## src/rtl/module_btb_param.sv

```systemverilog
// Direct-mapped branch target buffer with per-entry saturating direction counters
// and a one-entry-per-cycle invalidation sweep.
module module_btb_param #(
    parameter int XLEN  = 32,
    parameter int DEPTH = 16,
    parameter int CNT_W = 2
) (
    input  logic            clk_i,
    input  logic            rst_i,
    input  logic [XLEN-1:0] pc_f_i,
    output logic            hit_o,
    output logic            predict_o,
    output logic [XLEN-1:0] target_o,
    input  logic            upd_en_i,
    input  logic [XLEN-1:0] upd_pc_i,
    input  logic [XLEN-1:0] upd_target_i,
    input  logic            upd_taken_i,
    input  logic            inval_req_i,
    output logic            busy_o
);
    // state | meaning
    // IDLE  | lookups and updates active
    // CLEAR | sweeping entries invalid, one per cycle; updates ignored
    localparam int IDX_W = $clog2(DEPTH);
    localparam int TAG_W = XLEN - IDX_W - 2;
    localparam logic [CNT_W-1:0] CNT_MAX  = '1;
    localparam logic [CNT_W-1:0] CNT_INIT = CNT_W'(1) << (CNT_W - 1);

    typedef enum logic {IDLE, CLEAR} state_t;

    state_t            state_q, state_d;
    logic [IDX_W-1:0]  sweep_q, sweep_d;
    logic              busy_q, busy_d;
    logic              valid_q [DEPTH];
    logic              valid_d [DEPTH];
    logic [TAG_W-1:0]  tag_q   [DEPTH];
    logic [TAG_W-1:0]  tag_d   [DEPTH];
    logic [XLEN-1:0]   tgt_q   [DEPTH];
    logic [XLEN-1:0]   tgt_d   [DEPTH];
    logic [CNT_W-1:0]  cnt_q   [DEPTH];
    logic [CNT_W-1:0]  cnt_d   [DEPTH];

    logic [IDX_W-1:0]  f_idx, u_idx;
    logic [TAG_W-1:0]  f_tag, u_tag;
    logic              u_hit;
    logic              unused_pc_lsbs;

    assign f_idx = pc_f_i[IDX_W+1:2];
    assign f_tag = pc_f_i[XLEN-1:IDX_W+2];
    assign u_idx = upd_pc_i[IDX_W+1:2];
    assign u_tag = upd_pc_i[XLEN-1:IDX_W+2];
    assign u_hit = valid_q[u_idx] && (tag_q[u_idx] == u_tag);
    assign unused_pc_lsbs = ^{pc_f_i[1:0], upd_pc_i[1:0]};

    // Lookup reads registered state only, so updates appear one cycle later.
    assign hit_o     = (state_q == IDLE) && valid_q[f_idx] && (tag_q[f_idx] == f_tag);
    assign predict_o = hit_o && cnt_q[f_idx][CNT_W-1];
    assign target_o  = tgt_q[f_idx];
    assign busy_o    = busy_q;

    always_comb begin
        state_d = state_q;
        sweep_d = sweep_q;
        valid_d = valid_q;
        tag_d   = tag_q;
        tgt_d   = tgt_q;
        cnt_d   = cnt_q;
        case (state_q)
            IDLE: begin
                if (upd_en_i) begin
                    if (u_hit) begin
                        if (upd_taken_i) begin
                            tgt_d[u_idx] = upd_target_i;
                            if (cnt_q[u_idx] != CNT_MAX) cnt_d[u_idx] = cnt_q[u_idx] + CNT_W'(1);
                        end else if (cnt_q[u_idx] != '0) begin
                            cnt_d[u_idx] = cnt_q[u_idx] - CNT_W'(1);
                        end
                    end else if (upd_taken_i) begin
                        valid_d[u_idx] = 1'b1;
                        tag_d[u_idx]   = u_tag;
                        tgt_d[u_idx]   = upd_target_i;
                        cnt_d[u_idx]   = CNT_INIT;
                    end
                end
                if (inval_req_i) begin
                    state_d = CLEAR;
                    sweep_d = '0;
                end
            end
            CLEAR: begin
                valid_d[sweep_q] = 1'b0;
                cnt_d[sweep_q]   = '0;
                sweep_d          = sweep_q + IDX_W'(1);
                if (sweep_q == IDX_W'(DEPTH - 1)) state_d = IDLE;
            end
            default: state_d = IDLE;
        endcase
        busy_d = (state_d == CLEAR);
    end

    always_ff @(posedge clk_i or negedge rst_i) begin
        if (!rst_i) begin
            state_q <= IDLE;
            sweep_q <= '0;
            busy_q  <= 1'b0;
            for (int i = 0; i < DEPTH; i++) begin
                valid_q[i] <= 1'b0;
                tag_q[i]   <= '0;
                tgt_q[i]   <= '0;
                cnt_q[i]   <= '0;
            end
        end else begin
            state_q <= state_d;
            sweep_q <= sweep_d;
            busy_q  <= busy_d;
            valid_q <= valid_d;
            tag_q   <= tag_d;
            tgt_q   <= tgt_d;
            cnt_q   <= cnt_d;
        end
    end
endmodule

```

## config.mk

```make
export PLATFORM = sky130hd
export DESIGN_NAME = module_btb_param
export DESIGN_NICKNAME = d
export VERILOG_FILES = /design/src/rtl/module_btb_param.sv
export SDC_FILE = /design/constraint.sdc
export NUM_CORES = 2
export LEC_CHECK = 0
export ABC_CLOCK_PERIOD_IN_PS = 5500
export CORE_ASPECT_RATIO = 0.5
export CORE_MARGIN = 2
export CORE_UTILIZATION = 57
export CTS_CLUSTER_DIAMETER = 50
export DETAILED_ROUTE_END_ITERATION = 7
export PLACE_DENSITY = 0.75
export SKIP_CTS_REPAIR_TIMING = 1
export SYNTH_ARGS = -nofsm -noshare
export SYNTH_HDL_FRONTEND = slang
export SYNTH_SLANG_ARGS = --single-unit
```

## constraint.sdc

```tcl
create_clock -name clk_i -period 5.5 [get_ports clk_i]
set_input_delay 0.55 -clock clk_i [delete_from_list [all_inputs] [get_ports clk_i]]
set_output_delay 0.55 -clock clk_i [all_outputs]
set_load 0.05 [all_outputs]
```

# [Word-level counts from Yosys, hierarchy flattened]
# Cells that the tools add are included.
[classes] add_sub_neg=3 n_mul=0 div_mod_pow=0 magnitude_cmp=5 eq_ne=11 shift=0 n_mux=53 bitwise_logic=13 n_reduce_logical=11
[op_table] cell="bitwise mux 512 bit" count=1
[op_table] cell="bitwise mux 416 bit" count=1
[op_table] cell="two-way mux 32 bit" count=9
[op_table] cell="binary-select mux 26 bit (select 4 bit)" count=2
[op_table] cell="two-way mux 26 bit" count=5
[op_table] cell="binary-select mux 32 bit (select 4 bit)" count=1
[op_table] cell="demux 32 bit (select 4 bit)" count=1
[op_table] cell="demux 26 bit (select 4 bit)" count=1
[op_table] cell="bitwise mux 32 bit" count=2
[op_table] cell="one-hot mux 32 bit (2 select lines)" count=1
[op_table] cell="== test 26 bit" count=2
[op_table] cell="two-way mux 16 bit" count=3
[op_table] cell="bitwise AND 16 bit" count=2
[op_table] cell="bitwise AND 32 bit" count=1
[op_table] cell="NOT 16 bit" count=2
[op_table] cell="NOT 32 bit" count=1
[op_table] cell="OR 16 bit" count=2
[op_table] cell="one-hot mux 16 bit (2 select lines)" count=1
[op_table] cell="binary-select mux 2 bit (select 4 bit)" count=2
[op_table] cell="demux 2 bit (select 4 bit)" count=2
[op_table] cell="greater-or-equal comparator 5 bit, second input constant" count=3
[op_table] cell="NOT 4 -> 5 bit" count=3
[op_table] cell="two-way mux 2 bit" count=6
[op_table] cell="< comparator 5 x 1 -> 1 bit, second input constant" count=2
[op_table] cell="19 further kinds" count=40
[word_totals] ff_bits=981 latch_bits=0 mem_bits_rw=0 romBits=0 input_bits=101 out_inout_bits=35 n_memories=0

# [Longest topological paths before layout]
[depth] depth_word=11 mapped_depth=17 depth_no_buf=11

# [Worst setup path before layout]
# Ideal clock, no wire load.
[synth_timing] path_kind="input-to-output" start="input port pc_f_i[2]" end="output port predict_o" t_arrival_ns=5.354 path_slack_ns=-0.404 cell_stages=10 n_path_buf=3 cell_sequence="clkbuf_1 -> buf_1 -> clkbuf_1 -> mux4_2 -> mux4_2 -> xor2_1 -> nor4_1 -> nand3_1 -> nor4_1 -> and2_1"
[synth_via] elab_chain_len=7 elab_cells_between_ends=14 cone_classes="1 x eq/ne; 9 x mux; 1 x bitwise; 3 x reduce/logical"
[synth_rtl] item="start: declaration" line="10" text="input logic [XLEN-1:0] pc_f_i,"
[synth_rtl] item="NOT 4 -> 5 bit (implied by the code) (*)" line="56" text="assign hit_o = (state_q == IDLE) && valid_q[f_idx] && (tag_q[f_idx] == f_tag);"
[synth_rtl] item="binary-select mux 26 bit (select 4 bit) or binary-select mux 1 bit (select 4 bit) (tied branches)" line="56"
[synth_rtl] item="two-way mux 26 bit (implied by the code) or two-way mux 1 bit (tied branches) (2 in series)" line="56"
[synth_rtl] item="== test 26 bit or logical AND 1 bit (tied branches)" line="56"
[synth_rtl] item="logical AND 1 bit (*)" line="56"
[synth_rtl] item="via hit_o" line="11" text="output logic hit_o,"
[synth_rtl] item="logical AND 1 bit (*)" line="57" text="assign predict_o = hit_o && cnt_q[f_idx][CNT_W-1];"
[synth_rtl] item="end: declaration" line="12" text="output logic predict_o,"
# The timed path passes the listed nets; every way through them passes the cells marked *. The select of a mux whose other input is x is not followed.

# [Worst setup path in the final report]
[layout_timing] start="register tag_q[272] (netlist bit)" end="output port predict_o"
[layout_via] elab_chain_len=6
[layout_rtl] item="start: declaration" line="36" text="logic [TAG_W-1:0] tag_q [DEPTH];"
[layout_rtl] item="start signal: assignment" line="117" text="tag_q <= tag_d;"
[layout_rtl] item="binary-select mux 26 bit (select 4 bit)" line="56"
[layout_rtl] item="two-way mux 26 bit (implied by the code) (2 in series)" line="56"
[layout_rtl] item="== test 26 bit" line="56"
[layout_rtl] item="logical AND 1 bit" line="56"
[layout_rtl] item="logical AND 1 bit" line="57"
# Every way passes these cells. The select of a mux whose other input is x is not followed.

==> results.yml <==
power:
  p_leak_nw: 25.2
  max-vdd-ir-drop_mv: 0.213
  power.total_mw: 18.7
  powerDensity_mw_per_mm2: 341
detailed_routing:
  drtIter0Drc: 2918
  drc: 0
  drt-pass1-iter-count: 6
  route.antenna.remaining_nets: 0
  drt-total-wl_um: 126000
  dr_total_vias: 30000
  viasPerCell: 6.67
  wire_per_inst_um: 28.0
status:
  status: "finished, final reports clean"
sta:
  fin_crit_sh_pct: 91.6
  report.final.slew_viol_count: 0
  tightest_slew_ps: 1050
  fin_tns_setup_ps: 0
  setup_viol: 0
  finClkSkew_ps: 25.5
  finalHoldViolCount: 0
  period_needed_ps: 5040
  setup_ws_ps: 461
  rsz0062_at_grt: "no"
  slew-limit-headroom_pct: 30.0
  max_freq_ghz: 0.198
global_routing:
  grt_max_degree: 160
  antenna_found_initial: 4
  grt-ovfl-total: 0
  grt_pass1_wl_um: 193000
  grt_pass1_vias: 31100
  grt_use_total_pct: 29.2
synth:
  ys_warn_count: 0
  ys_ff_latch: 981
  synth_nets: 3385
  syn_inst: 3278
  yosys-top-cells-area: "dfrtp_1 (50%), mux2_2 (19%), mux4_2 (18%), clkbuf_1 (1.6%), nand2_1 (1.3%)"
  synthArstFlopShare_pct: 100
  synth_area_mm2: 0.0487
  yosysMostFrequentCell: "dfrtp_1"
  ys_types: 70
  synth-seq-area-share_pct: 50.4
  synth_top_area_share_pct: 50.4
  postSynthAreaPerCell_um2: 14.9
  yosys.area.top_type: "dfrtp_1"
  synth_edf_count: 0
  synth_common_cells: "dfrtp_1 (981), mux2_2 (821), mux4_2 (400)"
  ys.flop_type: "dfrtp_1"
die:
  dieArea_mm2: 0.0880
  coreArea_mm2: 0.0843
  ios: 136
  start_util_pct: 57.8
  fp.dieH_um: 211
  dieWidth_um: 418
  row_count: 75
flow_run:
  maxCapViolCount: 0
setup_path:
  cp_data_required_time_ps: 4950
  arrival_ps: 4490
  cp_max_fo: 3
  crit_type: "reg2out"
  worst_setup_path_start_kind: "register"
  end_kind: "output port"
  regToRegSetupSlack_ps: 1240
cts:
  insertion_delay_ps: 690
  cts_tree: "built"
  cts_max_path_buffers: 3
  clk_pin_slew_ps: 70
  cts-htree-levels: 3
  cts-root-buf: "clkbuf_16"
  cts_buffers: 88
  clock_sinks: 981
worst_hold_path:
  hp-class: "reg2reg"
finish:
  area_delta_synth_final_pct: 12.1
  multi_input_area_mm2: 0.0229
  regArea_mm2: 0.0245
  fillers: 5935
  drive_above_1_share_pct: 45.7
  final_area_mm2: 0.0547
  nNetsFinal: 3423
place:
  gp_congestion: 0.920
  placed_cell_area_mm2: 0.0517
  place_ws_ps: 215
  dp_hpwl_um: 74600
  portBuffers: 131
[placed cells by master, fill, tap and decap left out, types with 16 or more instances in the layout]
master / n
dfrtp_1: 981
mux2_2: 821
mux4_2: 400
nand2_1: 164
o21ai_0: 122
clkdlybuf4s50_1: 122
buf_4: 101
clkbuf_16: 88
mux2i_1: 50
xnor2_1: 38
nand3_1: 36
buf_12: 36
nor3_1: 22
inv_1: 20
nor2_1: 20
clkbuf_8: 20
a21boi_0: 19
xor2_1: 17
o21ai_1: 17
clkinv_2: 17
o2bb2ai_1: 16
o311ai_0: 16
clkbuf_1: 16
[sequential cells by signal, summed over array words and instances (netlist names)]
signal,cells
sweep_q,4
tag_q,416
busy_o,1
valid_q,16
tgt_q,512
cnt_q,32
[power by group]
| part | total, mW | internal (mW) | switching [mW] | leakage, nW |
|---|---|---|---|---|
| registers | 8.91 | 8.26 | 0.654 | 13.5 |
| clock network | 6.31 | 3.52 | 2.79 | 1.45 |
| logic | 3.45 | 1.86 | 1.59 | 10.2 |
[through the flow]
step	util (%)	instances	hold WS [ps]
2_1_floorplan	-	3278	254
3_3_place_gp	61.4	4341	473
3_5_place_dp	61.4	4341	487
4_1_cts	64.8	4498	-27.7
5_1_grt	64.9	4501	509
6_report	64.9	4502	497
[layer usage]
metal	up-vias	track usage [%]	part of all wire, %
met1	16200	41.5	42
li1	12500	-	-
met4	2	8.28	2.7
met2	1126	46.6	48
met3	222	5.48	6.8
met5	-	0	0.0095
[cells by family after synthesis]
group / after synthesis / synth area share, %
multiplexers: 1274 / 38.6
XOR/XNOR: 55 / 0.988
AO/OA/AOI/OAI: 282 / 3.83
adder cells (fa/ha/maj): 6 / 0.154
AND/OR/NAND/NOR: 340 / 3.25
flip-flops: 981 / 50.4
buffers and inverters: 340 / 2.86
[worst paths after layout]
check	from	end	cells past startpoint
max in group asynchronous	rst_i	tag_q[9]	3
worst min-delay path	tag_q[141]	tag_q[141]	2
worst min register to register	tag_q[141]	tag_q[141]	2
worst max register to register	tag_q[14]	cnt_q[1]	10
worst max-delay path	tag_q[272]	predict_o	9
min in group asynchronous	rst_i	tgt_q[298]	2
[critical path, stage by stage, from the launching register on]
cell and delay [ps]:
dfrtp_1 410, mux4_2 480, mux4_2 470, xnor2_1 480, nand4_1 410, nor4_1 390
nand3_1 130, nor4_2 530, and2_1 340, buf_12 170
[area by class of cell]
class | instances | area share, %
Inverter | 22 | 0.151
Sequential cell | 981 | 44.9
Clock inverter | 33 | 0.705
Antenna cell | 3 | 0.0137
Timing Repair Buffer | 266 | 5.10
Multi-Input combinational cell | 1957 | 41.9
Tap cell | 1116 | 2.55
Clock buffer | 124 | 4.64
No activity file was read; power rests on OpenSTA's default activity.
